--- config.mk ---
export PLATFORM = sky130hd
export DESIGN_NAME = mem_arbiter
export DESIGN_NICKNAME = d
export VERILOG_FILES = /design/src/rtl/mem_arbiter.sv
export SDC_FILE = /design/constraint.sdc
export NUM_CORES = 1
export LEC_CHECK = 0
export ABC_AREA = 1
export BUFFER_PORTS_ARGS = -buffer_cell sky130_fd_sc_hd__buf_2
export CORE_ASPECT_RATIO = 1.1
export CORE_MARGIN = 4
export CORE_UTILIZATION = 42
export DETAILED_ROUTE_END_ITERATION = 16
export PLACE_DENSITY = 0.74
export REMOVE_ABC_BUFFERS = 1
export SYNTH_ARGS = -nofsm -noshare
export SYNTH_HDL_FRONTEND = slang
export SYNTH_SLANG_ARGS = --single-unit
--- constraint.sdc ---
create_clock -name clk -period 1.6 [get_ports clk]
set_clock_uncertainty 0.05 [all_clocks]
set_input_delay 0.32 -clock clk [delete_from_list [all_inputs] [get_ports clk]]
set_output_delay 0.32 -clock clk [all_outputs]
set_load 0.05 [all_outputs]
--- src/rtl/mem_arbiter.sv ---
// mem_arbiter: shares one single-port, variable-latency memory bus between
// the instruction-fetch port and the load/store port. Data has fixed priority
// over fetch; a watchdog aborts stuck accesses and raises a sticky bus_err.
module mem_arbiter #(
    parameter int ADDR_W  = 32,
    parameter int DATA_W  = 32,
    parameter int TIMEOUT = 16
) (
    input  logic              clk,
    input  logic              rst,
    input  logic              if_req,
    input  logic [ADDR_W-1:0] if_addr,
    output logic [DATA_W-1:0] if_rdata,
    output logic              if_valid,
    input  logic              dm_req,
    input  logic              dm_we,
    input  logic [ADDR_W-1:0] dm_addr,
    input  logic [DATA_W-1:0] dm_wdata,
    output logic [DATA_W-1:0] dm_rdata,
    output logic              dm_valid,
    output logic              mem_en,
    output logic              mem_we,
    output logic [ADDR_W-1:0] mem_addr,
    output logic [DATA_W-1:0] mem_wdata,
    input  logic [DATA_W-1:0] mem_rdata,
    input  logic              mem_ready,
    output logic              stall,
    output logic              bus_err
);

    localparam int CNT_W = $clog2(TIMEOUT + 1);
    localparam logic [CNT_W-1:0] CNT_LAST = CNT_W'(TIMEOUT - 1);

    typedef enum logic [1:0] {IDLE, DATA, FETCH, DONE} state_t;

    state_t            state_q, state_d;
    logic              mem_en_q, mem_en_d;
    logic              mem_we_q, mem_we_d;
    logic [ADDR_W-1:0] mem_addr_q, mem_addr_d;
    logic [DATA_W-1:0] mem_wdata_q, mem_wdata_d;
    logic [DATA_W-1:0] if_rdata_q, if_rdata_d;
    logic [DATA_W-1:0] dm_rdata_q, dm_rdata_d;
    logic              if_valid_q, if_valid_d;
    logic              dm_valid_q, dm_valid_d;
    logic              bus_err_q, bus_err_d;
    logic [CNT_W-1:0]  cnt_q, cnt_d;

    // Next-state and registered-output computation for the arbitration FSM
    always_comb begin
        state_d     = state_q;
        mem_en_d    = mem_en_q;
        mem_we_d    = mem_we_q;
        mem_addr_d  = mem_addr_q;
        mem_wdata_d = mem_wdata_q;
        if_rdata_d  = if_rdata_q;
        dm_rdata_d  = dm_rdata_q;
        if_valid_d  = 1'b0;
        dm_valid_d  = 1'b0;
        bus_err_d   = bus_err_q;
        cnt_d       = cnt_q;
        unique case (state_q)
            IDLE: begin
                if (dm_req) begin
                    state_d     = DATA;
                    mem_en_d    = 1'b1;
                    mem_we_d    = dm_we;
                    mem_addr_d  = dm_addr;
                    mem_wdata_d = dm_wdata;
                    cnt_d       = '0;
                end else if (if_req) begin
                    state_d    = FETCH;
                    mem_en_d   = 1'b1;
                    mem_we_d   = 1'b0;
                    mem_addr_d = if_addr;
                    cnt_d      = '0;
                end
            end
            DATA, FETCH: begin
                if (mem_ready) begin
                    state_d  = DONE;
                    mem_en_d = 1'b0;
                    if (state_q == DATA) begin
                        if (!mem_we_q) dm_rdata_d = mem_rdata;
                        dm_valid_d = 1'b1;
                    end else begin
                        if_rdata_d = mem_rdata;
                        if_valid_d = 1'b1;
                    end
                end else if (cnt_q == CNT_LAST) begin
                    state_d   = DONE;
                    mem_en_d  = 1'b0;
                    bus_err_d = 1'b1;
                    if (state_q == DATA) begin
                        dm_rdata_d = '0;
                        dm_valid_d = 1'b1;
                    end else begin
                        if_rdata_d = '0;
                        if_valid_d = 1'b1;
                    end
                end else begin
                    cnt_d = cnt_q + CNT_W'(1);
                end
            end
            DONE: begin
                state_d = IDLE;
            end
            default: begin
                state_d = IDLE;
            end
        endcase
    end

    // State and output registers with synchronous reset
    always_ff @(posedge clk) begin
        if (rst) begin
            state_q     <= IDLE;
            mem_en_q    <= 1'b0;
            mem_we_q    <= 1'b0;
            mem_addr_q  <= '0;
            mem_wdata_q <= '0;
            if_rdata_q  <= '0;
            dm_rdata_q  <= '0;
            if_valid_q  <= 1'b0;
            dm_valid_q  <= 1'b0;
            bus_err_q   <= 1'b0;
            cnt_q       <= '0;
        end else begin
            state_q     <= state_d;
            mem_en_q    <= mem_en_d;
            mem_we_q    <= mem_we_d;
            mem_addr_q  <= mem_addr_d;
            mem_wdata_q <= mem_wdata_d;
            if_rdata_q  <= if_rdata_d;
            dm_rdata_q  <= dm_rdata_d;
            if_valid_q  <= if_valid_d;
            dm_valid_q  <= dm_valid_d;
            bus_err_q   <= bus_err_d;
            cnt_q       <= cnt_d;
        end
    end

    // Output drive; stall holds the pipeline until the owner's completion pulse
    always_comb begin
        mem_en    = mem_en_q;
        mem_we    = mem_we_q;
        mem_addr  = mem_addr_q;
        mem_wdata = mem_wdata_q;
        if_rdata  = if_rdata_q;
        dm_rdata  = dm_rdata_q;
        if_valid  = if_valid_q;
        dm_valid  = dm_valid_q;
        bus_err   = bus_err_q;
        stall     = (dm_req & ~dm_valid_q) | (if_req & ~if_valid_q);
    end

endmodule

Yosys cells after proc, flatten, opt, wreduce, memory -nomap -nowiden

Cells that the tools add are included.

Add/subtract/negate cells: 1
Equal/unequal tests: 9
Mux-type cells: 34
Bitwise gates (word level): 8
Reductions and logical operators: 14

Operators with widths:

| cell                                                                   | count |
|---|---|
| 32-bit 2-to-1 mux                                                      | 11 |
| 5-bit 2-to-1 mux                                                       | 4 |
| 1-bit 2-to-1 mux                                                       | 12 |
| 5-bit one-hot mux with 2 select lines                                  | 1 |
| 3-bit AND reduction                                                    | 3 |
| 2-bit 2-to-1 mux                                                       | 4 |
| 4-bit AND reduction                                                    | 2 |
| 2-bit inequality test (second input constant)                          | 3 |
| 3-bit inequality test (second input constant)                          | 2 |
| 2-bit one-hot mux with 3 select lines                                  | 1 |
| 2-bit AND reduction                                                    | 3 |
| 2-bit nonzero test                                                     | 3 |
| 5-bit by 1-bit adder with 5-bit output (second input constant)         | 1 |
| 5-bit by 4-bit equality test with 1-bit output (second input constant) | 1 |
| 1-bit NOT                                                              | 5 |
| 2-bit equality test (second input constant)                            | 2 |
| 2-bit OR reduction                                                     | 2 |
| 1-bit bitwise AND                                                      | 2 |
| 2-bit by 1-bit equality test with 1-bit output (second input constant) | 1 |
| 2-bit logical NOT                                                      | 1 |
| 1-bit one-hot mux with 2 select lines                                  | 1 |
| 1-bit OR                                                               | 1 |

Register bits after elaboration: 140
Logic and storage cells: 77

Logic depth before layout (Yosys ltp)

Depth after elaboration: 4
Gate-level depth with buffers: 12
Mapped depth without buffers: 12

Least setup slack after synthesis

Ideal clock, no wire load.

Kind: input to output
From: input dm_req
To: output stall
Data arrival time: 1.436 ns
Data required time: 1.230 ns
Slack: -0.206 ns
Stages on the path: 4
Path buffers: 2
Cells stage by stage: buf_6 inv_2 buf_2 o22ai_1

Longest elaborated chain between the ends: 2

RTL lines:

| item               | line | RTL |
|---|---|---|
| start: declaration | 15   | `input logic dm_req,` |
| 1-bit bitwise AND  | 153  | `stall = (dm_req & ~dm_valid_q) \| (if_req & ~if_valid_q);` |
| 1-bit OR           | 153  |  |
| end: declaration   | 27   | `output logic stall,` |

Every way passes these cells.

Final worst setup path

From: register cnt_q[0]
To: register dm_rdata_q[11], in the netlist dm_rdata[11]

Longest elaborated chain between the ends: 3

RTL lines:

| item                                           | line | RTL |
|---|---|---|
| start: declaration                             | 46   | `logic [CNT_W-1:0] cnt_q, cnt_d;` |
| start signal: assignment                       | 138  | `cnt_q <= cnt_d;` |
| 5-bit by 4-bit equality test with 1-bit output | 89   | `end else if (cnt_q == CNT_LAST) begin` |
| 2-bit nonzero test (no source line)            | --   |  |
| 4-bit AND reduction (no source line)           | --   |  |
| end signal: assignment                         | 134  | `dm_rdata_q <= dm_rdata_d;` |
| end: declaration                               | 42   | `logic [DATA_W-1:0] dm_rdata_q, dm_rdata_d;` |

Every way passes these cells.
A chain may end at the register's enable or synchronous reset.

==> metrics <==
Worst-Margin Slew around 0.38 ns; share of cells above drive strength 1 roughly 40%; Crit Path Class reg2reg; hold depth 3; Core Box Area 0.0134 mm²; die width between 100 and 150 µm; WL final between 15 and 20 mm; Worst-path clk slew 0.06 ns; Worst path slowest cell dfxtp_2; #FFs+latches synth between 100 and 150; CP Max Fanout 40; Commonest cells post-synth dfxtp_1 (140), nand2_1 (132), nor2_1 (123); relative slew slack approximately 75%; pin count of the biggest net entering global routing 74; CP peak stage delay around 0.35 ns; crit-path cells ha_4 > inv_2 > nor3_2 > ha_2 > inv_1 > nand2_2 > nand3_4 > buf_12 > o21ai_0 > a21oi_1; nets 1166; worst min path class in2reg; leakage power around 4.4 nW; Hold EP mem_wdata[29]; Starting DRT DRC Count just over 300; diode count 0; synth warn 0; Syn Inst Count approximately 760; IO buf count 267; drt drc 0; Worst VDD drop 0.000954 V; count leader, synth dfxtp_1; setup ws final -0.0598 ns; Tcrit/Tclk final 104%; total global-route track usage between 20% and 30%; P&R area growth vs syn 44.5%; first-pass GRT wire length ~26 mm; Die Ht about 130 µm; WP buf/inv 3; vias per cell 4.76; failing checks setup timing; Bufs on Longest Clock Path 2; HPWL Detailed ~12 mm; die area approximately 0.016 mm²; FP Rows 44; Highest Clock Rate between 600 and 700 MHz; global route overflow 0; Avg Cell Area, Syn between 7 and 8 µm²; Critical Path RT between 1.5 and 2 ns; fraction of registers with async set/reset 0%; Post-synth top flop dfxtp_1; clk sinks 140; vias in the first global route 5213; kind of cell adding the most delay to the critical path adder cells; unrepaired setup endpoints after global routing true; crit end category register; Hold Worst Slack between 0.1 and 0.15 ns; Final GP Congestion between 0.7 and 0.8; clk_lat worst skew 0.41 ns; Finished Layout Cells approximately 1200; FF-to-FF setup slack -0.06 ns; Distinct cells, synth 27; overall power 18.1 mW; first drt pass iteration count 5; final-report hold violation count 0; R2R depth 10; hold path start dm_wdata[29]; Reg2Reg Launch Point cnt_q[0]; WL/cell about 14 µm; worst slack at placement -0.128 ns; Initial Util 43.3%; Post-synth EDFFs 0; endpoints failing setup 53; Final ANT Viol Nets 0; CTS tree done; Tmin final between 1.5 and 2 ns; root buf cell clkbuf_16; CP Depth 10; RR Endpoint dm_rdata[11]; post-synth top area cell dfxtp_1; CP arrival ~1.9 ns; Hold Buf Count CTS 0; Cell Pwr Density about 2200 mW/mm²; CTS H-tree depth 4; Critical Path Source Type register; area of the mapped netlist roughly 0.0058 mm²; CTS Buf Count 17; main area contributors after synthesis dfxtp_1 (48%), nand2_1 (8.6%), nor2_1 (8.0%), o21ai_0 (7.8%), o211a_1 (5.5%); status complete, but fails checks; Cells after DPL around 1200; fin. max-slew vios 0; sequential-to-total area share from yosys stat 48.4%; area share of the largest cell type after synthesis between 40% and 50%; DR vias 5828; # IOs around 270; initial antenna violation count 0; max-cap violations 0
==> per-stage QoR <==
| stage | instance area (µm²) | utilization, % | setup TNS (ns) |
|---|---|---|---|
| after floorplan | 5480 | - | -25.95 |
| after global placement | 7330 | 54.8 | -2.20 |
| after detailed placement | 7330 | 54.8 | -6.20 |
| after CTS | 7990 | 59.7 | -0.445 |
| after global routing | 8370 | 62.5 | -6.44 |
| final | 8370 | 62.5 | -1.19 |
==> worst min-delay path, cell delays in order <==
cell and delay (ns):
buf_2 0.07, o21ai_0 0.07, nor2_1 0.07
==> report_power, final <==
part	internal, mW	switching [mW]	total, mW
Combinational	2.71	6.37	9.08
Sequential	4.50	0.512	5.02
Clock	2.52	1.44	3.96
==> worst max path at each step <==
stage	from	to	slack [ns]
after floorplan	state_q[0]	mem_addr[0]	-0.25
after detailed placement	cnt_q[1]	dm_rdata[25]	-0.13
after CTS	cnt_q[0]	dm_rdata[23]	-0.03
after global placement	cnt_q[0]	dm_rdata[30]	-0.06
final	cnt_q[0]	dm_rdata[11]	-0.06
after global routing	cnt_q[0]	dm_rdata[8]	-0.17
==> flip-flops by register name, indices dropped and copies added, names as in the netlist <==
name	cells
dm_rdata	32
if_rdata	32
mem_addr	32
mem_wdata	32
cnt_q	5
state_q	2
bus_err	1
dm_valid	1
if_valid	1
mem_en	1
mem_we	1
==> kinds of logic after synthesis <==
logic type,Yosys count,share of synthesized area [%]
adder cells (fa/ha/maj),5,1.08
AO/OA/AOI/OAI,175,17.9
buffers and inverters,136,10.8
AND/OR/NAND/NOR,306,21.8
flip-flops,140,48.4
==> layer usage <==
layer	vias to the layer above	track usage, %	wire [µm]
met5	-	0	0
met4	0	8.27	380
met3	29	4.86	1140
met2	207	34.9	8680
met1	2613	24.1	7080
li1	2979	-	-
==> cells in the final DEF (no fill, tap or decap), drive strengths merged, types with 6 or more instances in the layout <==
master	n
clkinv	6
o211a	32
nor2	126
nand3	41
o21ai	97
a21oi	44
dfxtp	140
buf	293
clkbuf	24
nand2	136
inv	84
==> final cells by class <==
type                       count  area, µm²
tap                          184        230
timing repair buffer         297       1760
clock buffer                  20        457
inverter                      85        334
multi-input combinational    486       2640
sequential                   140       2810
clock inverter                12        145
fill                        1170       5010
==> repair_timing <==
item                       in CTS  in global routing
cloned                          0                  6
gates resized for setup        43                 87
pin swaps                       1                 19
setup buffers                   0                  1
setup endpoints to repair      73                105
No activity file was read; power rests on OpenSTA's default activity.
